==> config.mk <==
export PLATFORM = sky130hd
export DESIGN_NAME = axis_rr_arbiter
export DESIGN_NICKNAME = d
export VERILOG_FILES = /design/src/rtl/axis_switch_pkg.sv /design/src/rtl/rr_priority_select.sv /design/src/rtl/axis_rr_arbiter.sv
export SDC_FILE = /design/constraint.sdc
export NUM_CORES = 1
export LEC_CHECK = 0
export BUFFER_PORTS_ARGS = -buffer_cell sky130_fd_sc_hd__buf_2
export CAP_MARGIN = 20
export CORE_AREA = 10 10 124 126
export DETAILED_ROUTE_END_ITERATION = 12
export DIE_AREA = 0 0 134 136
export GPL_TIMING_DRIVEN = 0
export PLACE_DENSITY = 0.75
export RECOVER_POWER = 100
export SYNTH_ARGS = -nofsm -noshare
export SYNTH_HDL_FRONTEND = slang
export SYNTH_SLANG_ARGS = --single-unit
==> constraint.sdc <==
create_clock -name aclk -period 2.9 [get_ports aclk]
set_clock_uncertainty 0.2 [all_clocks]
set_input_delay 0.58 -clock aclk [delete_from_list [all_inputs] [get_ports aclk]]
set_output_delay 0.58 -clock aclk [all_outputs]
set_load 0.02 [all_outputs]
==> src/rtl/axis_switch_pkg.sv <==
// -----------------------------------------------------------------------------
// axis_switch_pkg
//
// Shared types and helpers for the AXI-Stream switch arbiters.
//   arb_state_t : two-state arbitration FSM encoding (IDLE, GRANT).
//   rr_next()   : round-robin winner search. Starting at ptr, walks
//                 ptr, ptr+1, ... wrapping at num (not at a power of two) and
//                 returns the first index whose request bit is set. When
//                 nothing requests, ptr is returned and the caller is expected
//                 to qualify the result with its own any-request flag.
// -----------------------------------------------------------------------------
package axis_switch_pkg;

    localparam int MAX_SLAVES = 16;
    localparam int MAX_IDX_W  = 4;

    typedef enum logic {
        IDLE  = 1'b0,
        GRANT = 1'b1
    } arb_state_t;

    function automatic int unsigned rr_next(
        input int unsigned           ptr,
        input logic [MAX_SLAVES-1:0] req,
        input int unsigned           num
    );
        int unsigned win;
        int unsigned idx;
        logic        found;
        win   = ptr;
        found = 1'b0;
        for (int unsigned k = 0; k < MAX_SLAVES; k++) begin
            // ptr < num and k < num, so one subtraction is enough to wrap.
            idx = ptr + k;
            if (idx >= num) begin
                idx = idx - num;
            end
            if ((k < num) && !found && req[idx[MAX_IDX_W-1:0]]) begin
                win   = idx;
                found = 1'b1;
            end
        end
        return win;
    endfunction

endpackage : axis_switch_pkg

==> src/rtl/rr_priority_select.sv <==
// -----------------------------------------------------------------------------
// rr_priority_select
//
// Combinational round-robin priority encoder.
//   req_i     [NUM_SLAVES] : request vector (one bit per slave).
//   ptr_i     [IDX_W]      : index holding highest priority this round.
//   grant_o   [IDX_W]      : first requesting index at or after ptr_i,
//                            wrapping at NUM_SLAVES.
//   any_req_o              : at least one request bit is set; grant_o is
//                            only meaningful when this is high.
// -----------------------------------------------------------------------------
module rr_priority_select
    import axis_switch_pkg::*;
#(
    parameter  int NUM_SLAVES = 4,
    localparam int IDX_W      = $clog2(NUM_SLAVES)
) (
    input  logic [NUM_SLAVES-1:0] req_i,
    input  logic [IDX_W-1:0]      ptr_i,
    output logic [IDX_W-1:0]      grant_o,
    output logic                  any_req_o
);

    always_comb begin
        grant_o   = IDX_W'(rr_next(32'(ptr_i), MAX_SLAVES'(req_i), NUM_SLAVES));
        any_req_o = |req_i;
    end

endmodule : rr_priority_select

==> src/rtl/axis_rr_arbiter.sv <==
// -----------------------------------------------------------------------------
// axis_rr_arbiter
//
// N-to-1 AXI-Stream round-robin arbiter with one full-throughput output
// register stage. A grant lasts for a whole packet (up to the accepted TLAST
// beat) when HAS_LAST=1, or for a single beat when HAS_LAST=0. Each grant
// costs one arbitration cycle in IDLE.
//
// Ports:
//   aclk, aresetn          : clock, asynchronous active-low reset.
//   s_valid/s_ready/s_last : per-slave handshake and TLAST (NUM_SLAVES bits).
//   s_data, s_dest         : packed per-slave payload, slave i at
//                            [i*W +: W].
//   m_valid/m_ready        : downstream handshake.
//   m_data/m_dest/m_last   : registered payload of the forwarded beat.
//   m_id                   : index of the slave that produced the beat.
// -----------------------------------------------------------------------------
module axis_rr_arbiter
    import axis_switch_pkg::*;
#(
    parameter  int NUM_SLAVES = 4,
    parameter  int DATA_WIDTH = 64,
    parameter  int DEST_WIDTH = 1,
    parameter  int HAS_LAST   = 1,
    localparam int IDX_W      = $clog2(NUM_SLAVES)
) (
    input  logic                             aclk,
    input  logic                             aresetn,

    input  logic [NUM_SLAVES-1:0]            s_valid,
    output logic [NUM_SLAVES-1:0]            s_ready,
    input  logic [NUM_SLAVES*DATA_WIDTH-1:0] s_data,
    input  logic [NUM_SLAVES*DEST_WIDTH-1:0] s_dest,
    input  logic [NUM_SLAVES-1:0]            s_last,

    output logic                             m_valid,
    input  logic                             m_ready,
    output logic [DATA_WIDTH-1:0]            m_data,
    output logic [DEST_WIDTH-1:0]            m_dest,
    output logic [IDX_W-1:0]                 m_id,
    output logic                             m_last
);

    // -------------------------------------------------------------------------
    // State
    // -------------------------------------------------------------------------
    arb_state_t             state_q, state_d;
    logic [IDX_W-1:0]       sel_q,   sel_d;
    logic [IDX_W-1:0]       ptr_q,   ptr_d;

    logic                   m_valid_q, m_valid_d;
    logic [DATA_WIDTH-1:0]  m_data_q,  m_data_d;
    logic [DEST_WIDTH-1:0]  m_dest_q,  m_dest_d;
    logic [IDX_W-1:0]       m_id_q,    m_id_d;
    logic                   m_last_q,  m_last_d;

    // -------------------------------------------------------------------------
    // Round-robin search over the raw requests, used only from IDLE
    // -------------------------------------------------------------------------
    logic [IDX_W-1:0] win_idx;
    logic             any_req;

    rr_priority_select #(
        .NUM_SLAVES (NUM_SLAVES)
    ) u_rr_select (
        .req_i     (s_valid),
        .ptr_i     (ptr_q),
        .grant_o   (win_idx),
        .any_req_o (any_req)
    );

    // -------------------------------------------------------------------------
    // Input demux: unpack the flat slave buses, then pick the granted slave
    // -------------------------------------------------------------------------
    logic [DATA_WIDTH-1:0] data_arr [NUM_SLAVES];
    logic [DEST_WIDTH-1:0] dest_arr [NUM_SLAVES];

    for (genvar i = 0; i < NUM_SLAVES; i++) begin : g_unpack
        assign data_arr[i] = s_data[i*DATA_WIDTH +: DATA_WIDTH];
        assign dest_arr[i] = s_dest[i*DEST_WIDTH +: DEST_WIDTH];
    end

    logic             out_free;   // output register can take a beat this cycle
    logic             accept;     // granted slave hands over a beat
    logic             grant_end;  // accepted beat closes the grant
    logic             beat_last;  // TLAST forwarded downstream
    logic [IDX_W-1:0] sel_inc;    // sel+1, wrapping at NUM_SLAVES

    always_comb begin
        out_free  = !m_valid_q || m_ready;
        accept    = (state_q == GRANT) && s_valid[sel_q] && out_free;
        beat_last = (HAS_LAST != 0) ? s_last[sel_q] : 1'b0;
        grant_end = (HAS_LAST != 0) ? s_last[sel_q] : 1'b1;
        // Explicit wrap so non-power-of-two slave counts never visit
        // indices that do not exist.
        sel_inc   = (sel_q == IDX_W'(NUM_SLAVES - 1)) ? '0 : sel_q + 1'b1;
    end

    // Only the granted slave ever sees ready, and only when the output
    // register can absorb the beat. IDLE never asserts ready.
    always_comb begin
        s_ready = '0;
        if ((state_q == GRANT) && out_free) begin
            s_ready[sel_q] = 1'b1;
        end
    end

    // -------------------------------------------------------------------------
    // Next-state logic: arbitration FSM and output register
    // -------------------------------------------------------------------------
    // NOTE: every variable driven here gets a default first, so no path
    // leaves it unassigned and no latch is inferred.
    always_comb begin
        state_d   = state_q;
        sel_d     = sel_q;
        ptr_d     = ptr_q;
        m_valid_d = m_valid_q;
        m_data_d  = m_data_q;
        m_dest_d  = m_dest_q;
        m_id_d    = m_id_q;
        m_last_d  = m_last_q;

        unique case (state_q)
            IDLE: begin
                if (any_req) begin
                    sel_d   = win_idx;
                    state_d = GRANT;
                end
            end
            GRANT: begin
                // Other requesters are ignored for the whole grant, even if
                // the granted slave pauses mid-packet.
                if (accept && grant_end) begin
                    ptr_d   = sel_inc;
                    state_d = IDLE;
                end
            end
            default: begin
                state_d = IDLE;
            end
        endcase

        // A load wins over a drain, which gives a simultaneous drain+load
        // full throughput. Without a load, a handshake empties the register.
        if (accept) begin
            m_valid_d = 1'b1;
            m_data_d  = data_arr[sel_q];
            m_dest_d  = dest_arr[sel_q];
            m_id_d    = sel_q;
            m_last_d  = beat_last;
        end else if (m_ready) begin
            m_valid_d = 1'b0;
        end
    end

    // NOTE: state is updated only with non-blocking assignments under an
    // asynchronous active-low reset; the payload registers are reset too so
    // the outputs read as zero straight out of reset.
    always_ff @(posedge aclk or negedge aresetn) begin
        if (!aresetn) begin
            state_q   <= IDLE;
            sel_q     <= '0;
            ptr_q     <= '0;
            m_valid_q <= 1'b0;
            m_data_q  <= '0;
            m_dest_q  <= '0;
            m_id_q    <= '0;
            m_last_q  <= 1'b0;
        end else begin
            state_q   <= state_d;
            sel_q     <= sel_d;
            ptr_q     <= ptr_d;
            m_valid_q <= m_valid_d;
            m_data_q  <= m_data_d;
            m_dest_q  <= m_dest_d;
            m_id_q    <= m_id_d;
            m_last_q  <= m_last_d;
        end
    end

    assign m_valid = m_valid_q;
    assign m_data  = m_data_q;
    assign m_dest  = m_dest_q;
    assign m_id    = m_id_q;
    assign m_last  = m_last_q;

endmodule : axis_rr_arbiter
## Yosys cells after proc, flatten, opt, wreduce, memory -nomap -nowiden

Cells that the tools add are included.

- Register bits: 74
- Input port bits: 271
- Output and inout bits: 73
- Word-level logic and storage cells: 85

- Add/sub/neg operators: 8
- Order comparisons: 11
- Equality and inequality tests: 1
- Mux-type cells: 38
- Bitwise gates (word level): 2
- Reductions and logical operators: 17

Operator list:

| operator | number |
|---|---|
| $bmux 64 s2 | 1 |
| $mux 64 | 2 |
| $ge 32x3->1 const B | 3 |
| $lt 4x5->1 const B | 4 |
| $mux 4 | 5 |
| $bmux 1 s4 | 4 |
| $mux 1 | 16 |
| $sub 3x3->4 const B | 3 |
| $mux 2 | 5 |
| $logic_and 1x1->1 | 8 |
| $add 2x2->3 const B | 2 |
| $bmux 1 s2 | 3 |
| $logic_not 1->1 | 4 |
| $reduce_and 2->1 | 2 |
| $reduce_or 4->1 | 1 |
| $sub 2x3->4 const B | 1 |
| $add 2x1->3 const B | 1 |
| $ge 2x3->1 const B | 1 |
| $ge 3x3->1 const B | 1 |
| $lt 2x3->1 const B | 1 |
| $not 2->3 | 1 |
| $add 2x1->2 const B | 1 |
| $demux 1 s2 | 1 |
| $eq 2x2->1 const B | 1 |
| other kinds (5) | 5 |

## Logic depth before layout (Yosys ltp)

Gate-level depths: netlist of run 1.

- Word-level depth: 14
- Depth in mapped cells: 8
- Mapped depth without buffers: 7

## Hierarchy

From an unflattened synthesis of run 1, not the netlist that was laid out.

- Cells, all modules: 290
- Area total of the unflattened synthesis: 4,824.6 um2

By module, submodules not included:

| module | times used | cells an instance | area an instance (um2) | seq. area each (um2) |
|---|---|---|---|---|
| axis_rr_arbiter | 1 | 261 | 4,525.6 | 1,851.8 |
| rr_priority_select | 1 | 29 | 299.0 | 0.0 |

## Least setup slack after synthesis of run 1

OpenSTA, ideal clock, no wires.

- Path type: register to register
- From: register ptr_q[0]
- To: register sel_q[1]
- Setup time: 121 ps
- Data arrival time: 1,997 ps
- Required time: 2,579 ps
- Setup slack: 582 ps
- Stages on the path, launching flop included: 9
- Buffers on the path: 1
- Clock period less this slack: 2,318 ps
- Path through: dfrtp_1 > buf_4 > inv_1 > ha_1 > mux2_2 > nand3_1 > a22oi_1 > a211o_1 > a22o_1

- Cells in the longest elaborated chain, start to end: 14
- Elaborated cells between the ends (all ways): 36
- Classes of those cells: add/sub: 7; order compare: 4; mux: 19; reduce/logical: 6

RTL lines:

| what | RTL line | source |
|---|---|---|
| from (decl) | axis_rr_arbiter.sv:49 | `logic [IDX_W-1:0] ptr_q, ptr_d;` |
| from (signal assigned) | axis_rr_arbiter.sv:172 | `ptr_q <= ptr_d;` |
| parallel branches: the longest is 13 deep, another holds $ge 32x3->1 | n/a |  |
| $mux 2 (*) | axis_switch_pkg.sv:38 | `if ((k < num) && !found && req[idx[MAX_IDX_W-1:0]]) begin` |
| to (signal assigned) | axis_rr_arbiter.sv:171 | `sel_q <= sel_d;` |
| to (decl) | axis_rr_arbiter.sv:48 | `logic [IDX_W-1:0] sel_q, sel_d;` |

Mark *: on every way between the ends. The select of a mux whose other input is x is not followed.
A chain may end at the register's enable or synchronous reset.

## Final worst setup path of run 1

Same ends and word-level chain as after synthesis.

==> results of run 1 <==
==> through the flow <==
step                      hold WS (ps)  setup TNS [ps]  utilization (%)
after floorplan                  84.41               0                -
after global placement           262.8          -35.09            51.79
after global routing             304.8               0            53.21
after detailed placement         193.8          -41.00            52.02
final                            279.1               0            53.21
after CTS                        279.0               0            54.42
==> state kept, by name, summed over array words and instances (netlist names) <==
register,cells
m_valid,1
sel_q,2
m_data,64
m_last,1
state_q,1
m_dest,1
ptr_q,2
m_id,2
==> tightest hold or removal path, stage by stage (launching register included) <==
cell	delay, ps
dfrtp_1	340
nand2_1	40
o21ai_0	60
==> placed cells by master, fill, tap and decap left out, types with 2 or more instances in the layout <==
master,instances
mux2_1,64
o21ai_0,2
dfrtp_1,74
nor2_1,4
nand2b_1,2
mux4_2,67
clkbuf_1,78
clkinv_2,3
buf_6,5
clkbuf_16,9
clkbuf_2,8
nor3_1,2
inv_1,5
nor4_1,3
clkbuf_4,2
ha_1,8
nand3_1,4
nand2_1,11
a21oi_1,2
buf_2,275
mux2i_1,5
mux2_2,6
clkbuf_8,2
and3_1,5
==> timing repair <==
action                                  CTS  global route
endpoints found under the setup margin    2             2
pin swaps                                 0             0
gates resized for setup                   0             1
hold buffers                              1             0
endpoints found under the hold margin     3             0
==> per-layer routing <==
layer / track usage [%] / part of all wire (%) / up-vias
met5: 0 / 0 / -
met4: 6.469 / 1.9 / 0
met3: 5.609 / 7.9 / 34
met2: 35.90 / 52 / 237
met1: 22.53 / 38 / 2245
li1: - / - / 1923
==> worst max-delay path by stage <==
stage,end,slack [ps],cells after the start
global route,s_ready[2],60,7
global placement,s_ready[1],-20,7
finish,sel_q[1]$_DFFE_PN0P_,190,8
floorplan,sel_q[1]$_DFFE_PN0P_,580,8
detailed placement,s_ready[1],-20,7
CTS,s_ready[1],30,6
==> power groups by stage <==
stage	registers [W]	clock network (W)	logic, W
floorplan	0.00248	0	0.00256
global placement	0.00186	0	0.00449
detailed placement	0.00190	0	0.00461
CTS	0.00188	0.00117	0.00461
global route	0.00196	0.00121	0.00467
finish	0.00190	0.00114	0.00430
==> area by class of cell <==
class,count,area (sq um),share of cell area (%)
tap,176,220.2,3.188
clock inverter,5,52.55,0.7609
multi-input combinational,198,2720,39.38
buffer,24,145.1,2.101
clock buffer,11,252.7,3.659
timing repair buffer,345,1645,23.82
inverter,5,18.77,0.2717
sequential,74,1852,26.81
==> kinds of logic (layout without fill, tap and decap cells) <==
logic type                 Yosys count  after routing
muxes                              142            142
DFF                                 74             74
and+or+nand+nor                     37             37
buffers and inverters               30            390
AOI/OAI and AO/OA                   11             11
adders and majority gates            8              8
==> run_results.csv, run 1 <==
group,metric,value,unit
run_status,status,"finished, final reports clean",
worst_hold_path,hold_class,"flop to flop",
cells_and_area,drive_gt1_share,57.55,%
sta,hold_violations,0,
critical_path,critPathLaunch,"ptr_q[0]$_DFFE_PN0P_",
route,antenna_left,0,
placed_design,place_ws,-23.49,ps
power_and_ir_drop,p_int,0.004225,W
power_and_ir_drop,p_leak,3.188,nW
placed_design,placed_cells,822,
sta,relSlewSlack,33.09,%
yosys,synth.distinct_cells,35,
yosys,synth-adder-area-share,2.092,%
floorplanning,die_w,134,microns
yosys,synth_top_family_by_area,"multiplexers",
yosys,synth-xor-area-share,0,%
cts,clock-root-buffer,"clkbuf_16",
yosys,syn_avg_cell_area,15.85,sq um
cts,cts_tree,"yes",
route,drt-pass1-iter-count,4,
global_route,grt_pass1_vias,5007,
floorplanning,rows,42,
sta,min_period,2711,ps
cells_and_area,final_nets,936,
placed_design,place_congestion,0.8982,
yosys,synth-simple-area-share,4.157,%
global_route,grt_overflow,0,
yosys,synth_ff_type,"dfrtp_1",
placed_design,port_buffers,343,
yosys,synthArstFlopShare,100.0,%
critical_path,cp.buffers_inverters,2,
global_route,antenna_found_initial,0,
sta,max_slew.worst_pin.slew,1004,ps
floorplanning,die_h,136,microns
yosys,yosys.area.top_type,"dfrtp_1",
critical_path,r2r_slack,190,ps
critical_path,r2r_end,"sel_q[1]$_DFFE_PN0P_",
sta,setup_ws,189.2,ps
floorplanning,die-area,18220,sq um
power_and_ir_drop,power_frac_clock,15.6,%
cts,cts_buffers,9,
power_and_ir_drop,netSwitchingFraction,42.47,%
cts,cts.sinks,74,
cells_and_area,fillers,1157,
floorplanning,start_util,36.87,%
power_and_ir_drop,total_power,0.007344,W
cts,h-tree-depth,3,
cells_and_area,area_growth,44.31,%
route,drcViolationCount,0,
global_route,grt_pass1_wl,28350,microns
yosys,ys_seq_area_share,38.69,%
critical_path,critical_path.top_delay_family,"compound AO/OA/AOI/OAI gates",
sta,rsz0062_at_grt,"no",
worst_hold_path,min-delay-start,"m_id[0]$_DFFE_PN0P_",
yosys,synth_area_leaders,"dfrtp_1 (39%), mux4_2 (32%), mux2_1 (15%), buf_6 (2.6%), ha_1 (2.1%)",
yosys,yosysWarnings,0,
yosys,synth_common_cells,"dfrtp_1 (74), mux4_2 (67), mux2_1 (64), buf_6 (11), nand2_1 (10)",
worst_hold_path,min_to,"m_id[0]$_DFFE_PN0P_",
yosys,synth_compound_area_share,1.699,%
floorplanning,io_pins,344,
route,drt_wl_total,18960,microns
power_and_ir_drop,seqPwrFrac,25.9,%
critical_path,path_max_fanout,10,
critical_path,slowest_stage,"dfrtp_1",
critical_path,r2r_cells,8,
cells_and_area,diodes,0,
run,maxCapViolations,0,
cells_and_area,final_area,6907,sq um
critical_path,crit_arrival,2730,ps
power_and_ir_drop,p_per_area,1063,nW/um^2
yosys,ys_ff_latch,74,
power_and_ir_drop,switchingPower,0.003119,W
sta,timing.fmax,368.9,MHz
cts,clock_latency,330,ps
placed_design,placed_cell_area,6753,sq um
worst_hold_path,hold_path_depth,2,
sta,fin_crit_sh,93.48,%
yosys,synth_nets,581,
power_and_ir_drop,pwr-share-comb,58.6,%
power_and_ir_drop,ir_drop,0.5962,mV
critical_path,setup.worst_path.class,"flop to flop",
yosys,synth_top_area_share,38.69,%
route,vias,4439,
critical_path,worstPathRequired,2920,ps
floorplanning,core_area,12980,sq um
critical_path,cp-start-kind,"flop",
route,drtIter0Drc,212,
placed_design,hpwl,16120,microns
critical_path,worstPathCellList,"clkbuf_2 > inv_1 > ha_1 > mux2_2 > nand3_1 > a22oi_1 > a211o_1 > a22o_1",
yosys,yosysMostFrequentCell,"dfrtp_1",
critical_path,crit_path_end_kind,"flop",
critical_path,r2r-start,"ptr_q[0]$_DFFE_PN0P_",
sta,drv_slew,0,
yosys,synthCells,302,
cts,cts_buffer_depth,2,
yosys,synth_mux_area_share,49.05,%
yosys,synth_edf_count,0,
sta,setup_violations,0,
global_route,grt.total_usage,20.02,%
global_route,grt_max_degree,72,
critical_path,slowest_delay,450,ps
yosys,syn-cell-area,4786,sq um
route,vias_per_cell,5.297,
cts,cts.clk_slew.worst_paths,60,ps
cts,cts_setup_buffers,0,
cells_and_area,fin_cells,838,
route,avgRoutedWirePerCell,22.62,microns
No activity file was read; power rests on OpenSTA's default activity.
==> run 2: changes to the inputs <==
Settings changed: ABC_AREA set to 1, CORE_AREA 10 10 124 126 to 10 10 126 128, DIE_AREA 0 0 134 136 to 0 0 136 138, PLACE_DENSITY 0.75 to 0.74.
==> run 2 against run 1 <==
The run now ends with capacitance limit, slew limit left; clock-buffer cell count up 2; hold slack lost 44 ps; sequential power about the same; setup slack worse by 57 ps; first-iteration DRC count up 110%; critical path depth is 2 lower; design area is 3.5% higher; total power rose by 11%; largest cell class unchanged; largest power group unchanged.
==> run_results.csv, run 2 <==
group,metric,value,unit
run_status,status,"finished, violations left",
run_status,violations,"capacitance limit, slew limit",
floorplanning,die_w,136,microns
route,drt_wl_total,24120,microns
sta,max_slew.worst_pin.slew,1637,ps
yosys,syn_avg_cell_area,6.505,sq um
yosys,synth_edf_count,0,
yosys,ys_seq_area_share,37.26,%
cells_and_area,drive_gt1_share,28.16,%
critical_path,worstPathRequired,2120,ps
cts,cts_tree,"yes",
route,drt-pass1-iter-count,7,
floorplanning,io_pins,344,
critical_path,crit_path_end_kind,"primary output",
cts,clock_latency,330,ps
cells_and_area,final_nets,1397,
floorplanning,core_area,13500,sq um
worst_hold_path,hold_class,"input port to flop",
cells_and_area,fillers,1513,
yosys,ys_ff_latch,74,
power_and_ir_drop,p_leak,3.785,nW
yosys,synth_common_cells,"nand2_1 (233), nor2_1 (140), o21ai_0 (133), dfrtp_1 (74), o22ai_1 (66)",
route,vias,6694,
global_route,grt.total_usage,24.21,%
floorplanning,die_h,138,microns
global_route,grt_pass1_vias,6587,
placed_design,port_buffers,343,
sta,fin_tns_setup,0,ps
yosys,synth_ff_type,"dfrtp_1",
cells_and_area,fin_cells,1303,
yosys,yosysMostFrequentCell,"nand2_1",
sta,drv_slew,27,
critical_path,cp-start-kind,"flop",
cts,cts_buffer_depth,2,
sta,min_period,2768,ps
critical_path,setup.worst_path.class,"flop to primary output",
yosys,synth_nets,1043,
cts,clock-root-buffer,"clkbuf_16",
yosys,synth_top_area_share,37.26,%
route,avgRoutedWirePerCell,18.51,microns
cts,h-tree-depth,3,
global_route,antenna_found_initial,2,
critical_path,path_max_fanout,11,
yosys,synthCells,764,
cts,cts_buffers,9,
sta,relSlewSlack,-9.167,%
global_route,grt_max_degree,49,
cells_and_area,largest_reg_flops,64,
placed_design,hpwl,19370,microns
yosys,yosysWarnings,0,
route,antenna_left,0,
cells_and_area,most-common-layout-cells,"buf_2 (281), nand2_1 (233), nor2_1 (140)",
yosys,synth.distinct_cells,21,
critical_path,r2r_slack,250,ps
sta,timing.fmax,361.3,MHz
power_and_ir_drop,ir_drop,0.4206,mV
placed_design,place_congestion,0.9809,
cells_and_area,area_growth,43.83,%
global_route,grt_pass1_wl,36200,microns
cells_and_area,final_common_cell,"buf_2",
route,vias_per_cell,5.137,
placed_design,place_ws,-171.0,ps
yosys,yosys.area.top_type,"dfrtp_1",
placed_design,placed_cells,1288,
global_route,grt_overflow,0,
floorplanning,die-area,18770,sq um
critical_path,crit_arrival,1990,ps
sta,fin_crit_sh,95.44,%
sta,setup_violations,0,
yosys,synth_area_leaders,"dfrtp_1 (37%), nand2_1 (18%), o21ai_0 (13%), nor2_1 (11%), o22ai_1 (8.3%)",
sta,hold_violations,0,
run,maxCapViolations,1,
cts,cts.clk_slew.worst_paths,60,ps
sta,rsz0062_at_grt,"no",
floorplanning,rows,43,
sta,setup_ws,132.3,ps
floorplanning,start_util,36.80,%
yosys,synthArstFlopShare,100.0,%
cts,cts.sinks,74,
yosys,syn-cell-area,4970,sq um
route,drcViolationCount,0,
power_and_ir_drop,p_per_area,1138,nW/um^2
route,drtIter0Drc,447,
## run 2: changes by cell type after synthesis, moves of 6 or more
cell,delta
buf_4,+6
mux2_1,-64
buf_6,-7
buf_2,+7
mux4_2,-67
mux2_2,-6
o22ai_1,+66
o21ai_0,+131
nand3_1,+16
nor2_1,+136
inv_1,+13
nand2_1,+223
clkbuf_1,+26
## run 2: final cells by class
cell class	count	area [sq um]	area share, %
inverters	21	82.58	1.155
plain buffers	55	260.3	3.641
multi-input cells	611	2749	38.46
diodes	1	2.502	0.03501
clock buffers	13	270.3	3.781
clock inverters	2	35.03	0.4901
well taps	180	225.2	3.151
repair buffers	346	1672	23.39
flip-flops and latches	74	1852	25.91
## run 2: logic make-up (layout without fill, tap and decap cells)
group                      count (synthesis)  after routing  synth area share [%]
and+or+nand+nor                          396            396                 30.66
other                                      0              1                     0
DFF                                       74             74                 37.26
buffers and inverters                     79            437                 7.427
AOI/OAI and AO/OA                        207            207                 22.63
adders and majority gates                  8              8                 2.014
## run 2: worst paths after layout
path | from | endpoint | depth (start not counted)
min in group asynchronous | aresetn | m_data[10]$_DFFE_PN0P_ | 2
worst max-delay path | sel_q[1]$_DFFE_PN0P_ | s_ready[1] | 6
worst max register to register | sel_q[1]$_DFFE_PN0P_ | m_id[0]$_DFFE_PN0P_ | 11
worst min-delay path | m_ready | m_valid$_DFFE_PN0P_ | 2
max in group asynchronous | aresetn | m_data[52]$_DFFE_PN0P_ | 2
worst min register to register | m_data[21]$_DFFE_PN0P_ | m_data[21]$_DFFE_PN0P_ | 2
## run 2: per-stage QoR
stage,hold slack [ps],utilization (%),power [W],instance area [sq um]
after global placement,247.9,51.18,0.007082,6912
final,235.5,52.93,0.008135,7148
after global routing,259.9,52.91,0.008824,7146
after CTS,224.1,53.76,0.008318,7259
after detailed placement,253.0,51.40,0.007139,6942
after floorplan,84.41,-,0.005292,4970
## run 2: power by group
part           internal (W)  switching (W)  total (W)  leakage, nW
clock network      0.000731       0.000429    0.00116        0.152
logic               0.00156        0.00353    0.00509         2.72
registers           0.00156       0.000328    0.00189        0.918
total               0.00384        0.00429    0.00814         3.79
## run 2: routing by layer
layer  vias up  wire [microns]  GRT usage (%)
li1       3239               -              -
met1      3067            9670          29.03
met2       330           11790          41.45
met3        56            2050          6.522
met4         2             593          6.338
met5         -               9              0
## run 2: what timing repair did
| item | CTS | global route |
|---|---|---|
| setup endpoints to repair | 3 | 2 |
| gates resized for setup | 1 | 0 |
| hold buffers | 1 | 0 |
| hold endpoints to repair | 26 | 0 |
| pin swaps | 0 | 0 |
| buffers inserted | 1 | 0 |
## run 2: critical path: stages, from the launching register on
cell and delay, ps:
dfrtp_1 510, clkinvlp_4 160, clkbuf_1 390, ha_1 240, inv_1 40, nor2_1 110, clkbuf_2 200
==> run 3: changes to the inputs <==
Settings changed: CORE_AREA 10 10 126 128 to unset, CORE_MARGIN set to 10, CORE_UTILIZATION set to 36, DIE_AREA 0 0 136 138 to unset, PLACE_DENSITY 0.74 to 0.72.
==> run 3 against run 2 <==
The run still ends with capacitance limit, slew limit left; critical path depth up 2; final cell count shrank 0.31%; clock power fell by 3%; sequential share of layout area grew 0.096 points; maximum frequency shrank 0.10%; total power fell by 0.21%; non-clock buffer count is the same; via count shrank 0.76%; largest cell class unchanged; largest power group unchanged.
==> run_results.csv, run 3 (synthesis gave the netlist of run 2 again) <==
group,metric,value,unit
placed_design,hpwl,19820,microns
route,drt_wl_total,24470,microns
cts,cts.sinks,74,
global_route,grt_pass1_wl,35440,microns
cts,cts_buffer_depth,2,
placed_design,placed_cell_area,6937,sq um
floorplanning,die_w,137.5,microns
global_route,grt_util_met1,28.80,%
critical_path,cp.buffers_inverters,6,
power_and_ir_drop,p_leak,3.770,nW
power_and_ir_drop,total_power,0.008118,W
power_and_ir_drop,ir_drop,0.4531,mV
global_route,met2_usage,41.48,%
cells_and_area,drive_gt1_share,28.16,%
floorplanning,die_h,137.5,microns
critical_path,crit_path_end_kind,"primary output",
cells_and_area,final_area,7122,sq um
critical_path,crit_arrival,1990,ps
route,drtIter0Drc,397,
global_route,grt_overflow,0,
cells_and_area,largest_reg_flops,64,
critical_path,cp-start-kind,"flop",
sta,timing.fmax,360.9,MHz
cells_and_area,most-common-layout-cells,"buf_2 (283), nand2_1 (233), nor2_1 (140)",
global_route,antenna_found_initial,0,
route,avgRoutedWirePerCell,18.83,microns
critical_path,path_max_fanout,19,
global_route,gr-max-usage-layer,"met2",
placed_design,place_congestion,0.9249,
power_and_ir_drop,p_per_area,1140,nW/um^2
cts,cts_tree,"yes",
cells_and_area,area_growth,43.30,%
route,vias,6643,
route,vias_per_cell,5.114,
sta,min_period,2771,ps
global_route,grt_pass1_vias,6359,
cts,cts_buffers,9,
critical_path,slowest_delay,400,ps
sta,hold_violations,0,
placed_design,place_ws,-211.0,ps
run,maxCapViolations,1,
placed_design,port_buffers,343,
cells_and_area,final_common_cell,"buf_2",
route,drt-pass1-iter-count,5,
worst_hold_path,hold_class,"input port to flop",
route,drcViolationCount,0,
sta,fin_crit_sh,95.54,%
critical_path,setup.worst_path.class,"flop to primary output",
route,antenna_left,0,
critical_path,worstPathRequired,2120,ps
floorplanning,io_pins,344,
cells_and_area,fin_util,53.15,%
run_status,violations,"capacitance limit, slew limit",
global_route,grt_max_degree,46,
sta,setup_ws,129.4,ps
cts,clock-root-buffer,"clkbuf_16",
cts,clock_latency,340,ps
floorplanning,rows,42,
cells_and_area,fillers,1484,
critical_path,worstPathCellList,"buf_4 > inv_2 > buf_4 > buf_4 > ha_1 > inv_1 > nor2_1 > buf_2",
critical_path,slowest_stage,"dfrtp_1",
critical_path,crit_top_cell,"buf_4",
cells_and_area,final_nets,1397,
cts,h-tree-depth,3,
cts,cts.clk_slew.worst_paths,60,ps
run_status,status,"finished, violations left",
floorplanning,die-area,18900,sq um
sta,drv_slew,31,
floorplanning,core_area,13400,sq um
sta,max_slew.worst_pin.slew,1662,ps
floorplanning,start_util,37.09,%
global_route,grt_use_met3,7.174,%
sta,relSlewSlack,-10.81,%
global_route,grt.total_usage,24.19,%
sta,setup_violations,0,
critical_path,critical_path.top_delay_family,"buffers and inverters",
sta,rsz0062_at_grt,"no",
-- run 3: cell types whose count changed in the layout (fill, tap and decap cells not counted), sizes merged --
cell    previous run  this run
clkbuf           124       114
clkinv             1         2
buf              289       298
-- run 3: path summary, 6_finish.rpt --
check                           slack [ps]  cells past startpoint                endpoint              startpoint
worst min-delay path                   240                      2     m_valid$_DFFE_PN0P_                 m_ready
worst min register to register         270                      2  m_data[23]$_DFFE_PN0P_  m_data[23]$_DFFE_PN0P_
worst max register to register         220                     11   m_data[7]$_DFFE_PN0P_    sel_q[1]$_DFFE_PN0P_
min in group asynchronous              990                      2  m_data[18]$_DFFE_PN0P_                 aresetn
max in group asynchronous              350                      3  m_data[59]$_DFFE_PN0P_                 aresetn
worst max-delay path                   130                      8              s_ready[0]    sel_q[0]$_DFFE_PN0P_
-- run 3: area by class of cell --
cell class              instances  area (sq um)  area share, %
diodes                          1         2.502        0.03514
plain buffers                  55         277.8          3.900
clock buffers                  12         246.5          3.461
clock inverters                 3         40.04         0.5622
inverters                      21         82.58          1.160
multi-input cells             611          2744          38.53
flip-flops and latches         74          1852          26.00
well taps                     176         220.2          3.092
repair buffers                346          1657          23.26
-- run 3: repair_timing --
action,CTS,global route
resized for setup,2,0
endpoints found under the hold margin,29,0
hold buffers,1,0
endpoints found under the setup margin,3,2
setup buffers,1,0
-- run 3: power by group --
part,switching (W),leakage (nW),internal (W)
sequential,0.000317,0.918,0.00156
combinational,0.00354,2.71,0.00159
clock,0.000435,0.142,0.000683
total,0.00429,3.77,0.00383
-- run 3: metal layers --
metal | up-vias | wire [microns] | share of wire (%)
li1 | 3240 | - | -
met1 | 3051 | 9540 | 39
met2 | 320 | 12060 | 49
met3 | 32 | 2485 | 10
met4 | 0 | 378 | 1.5
met5 | - | 0 | 0
-- run 3: stage by stage --
stage               hold slack (ps)  TNS, ps  cells
floorplan                     84.41        0    764
global placement              247.3   -359.6   1283
detailed placement            252.7   -414.9   1284
CTS                           223.7        0   1299
global route                  245.7        0   1298
finish                        236.2        0   1299
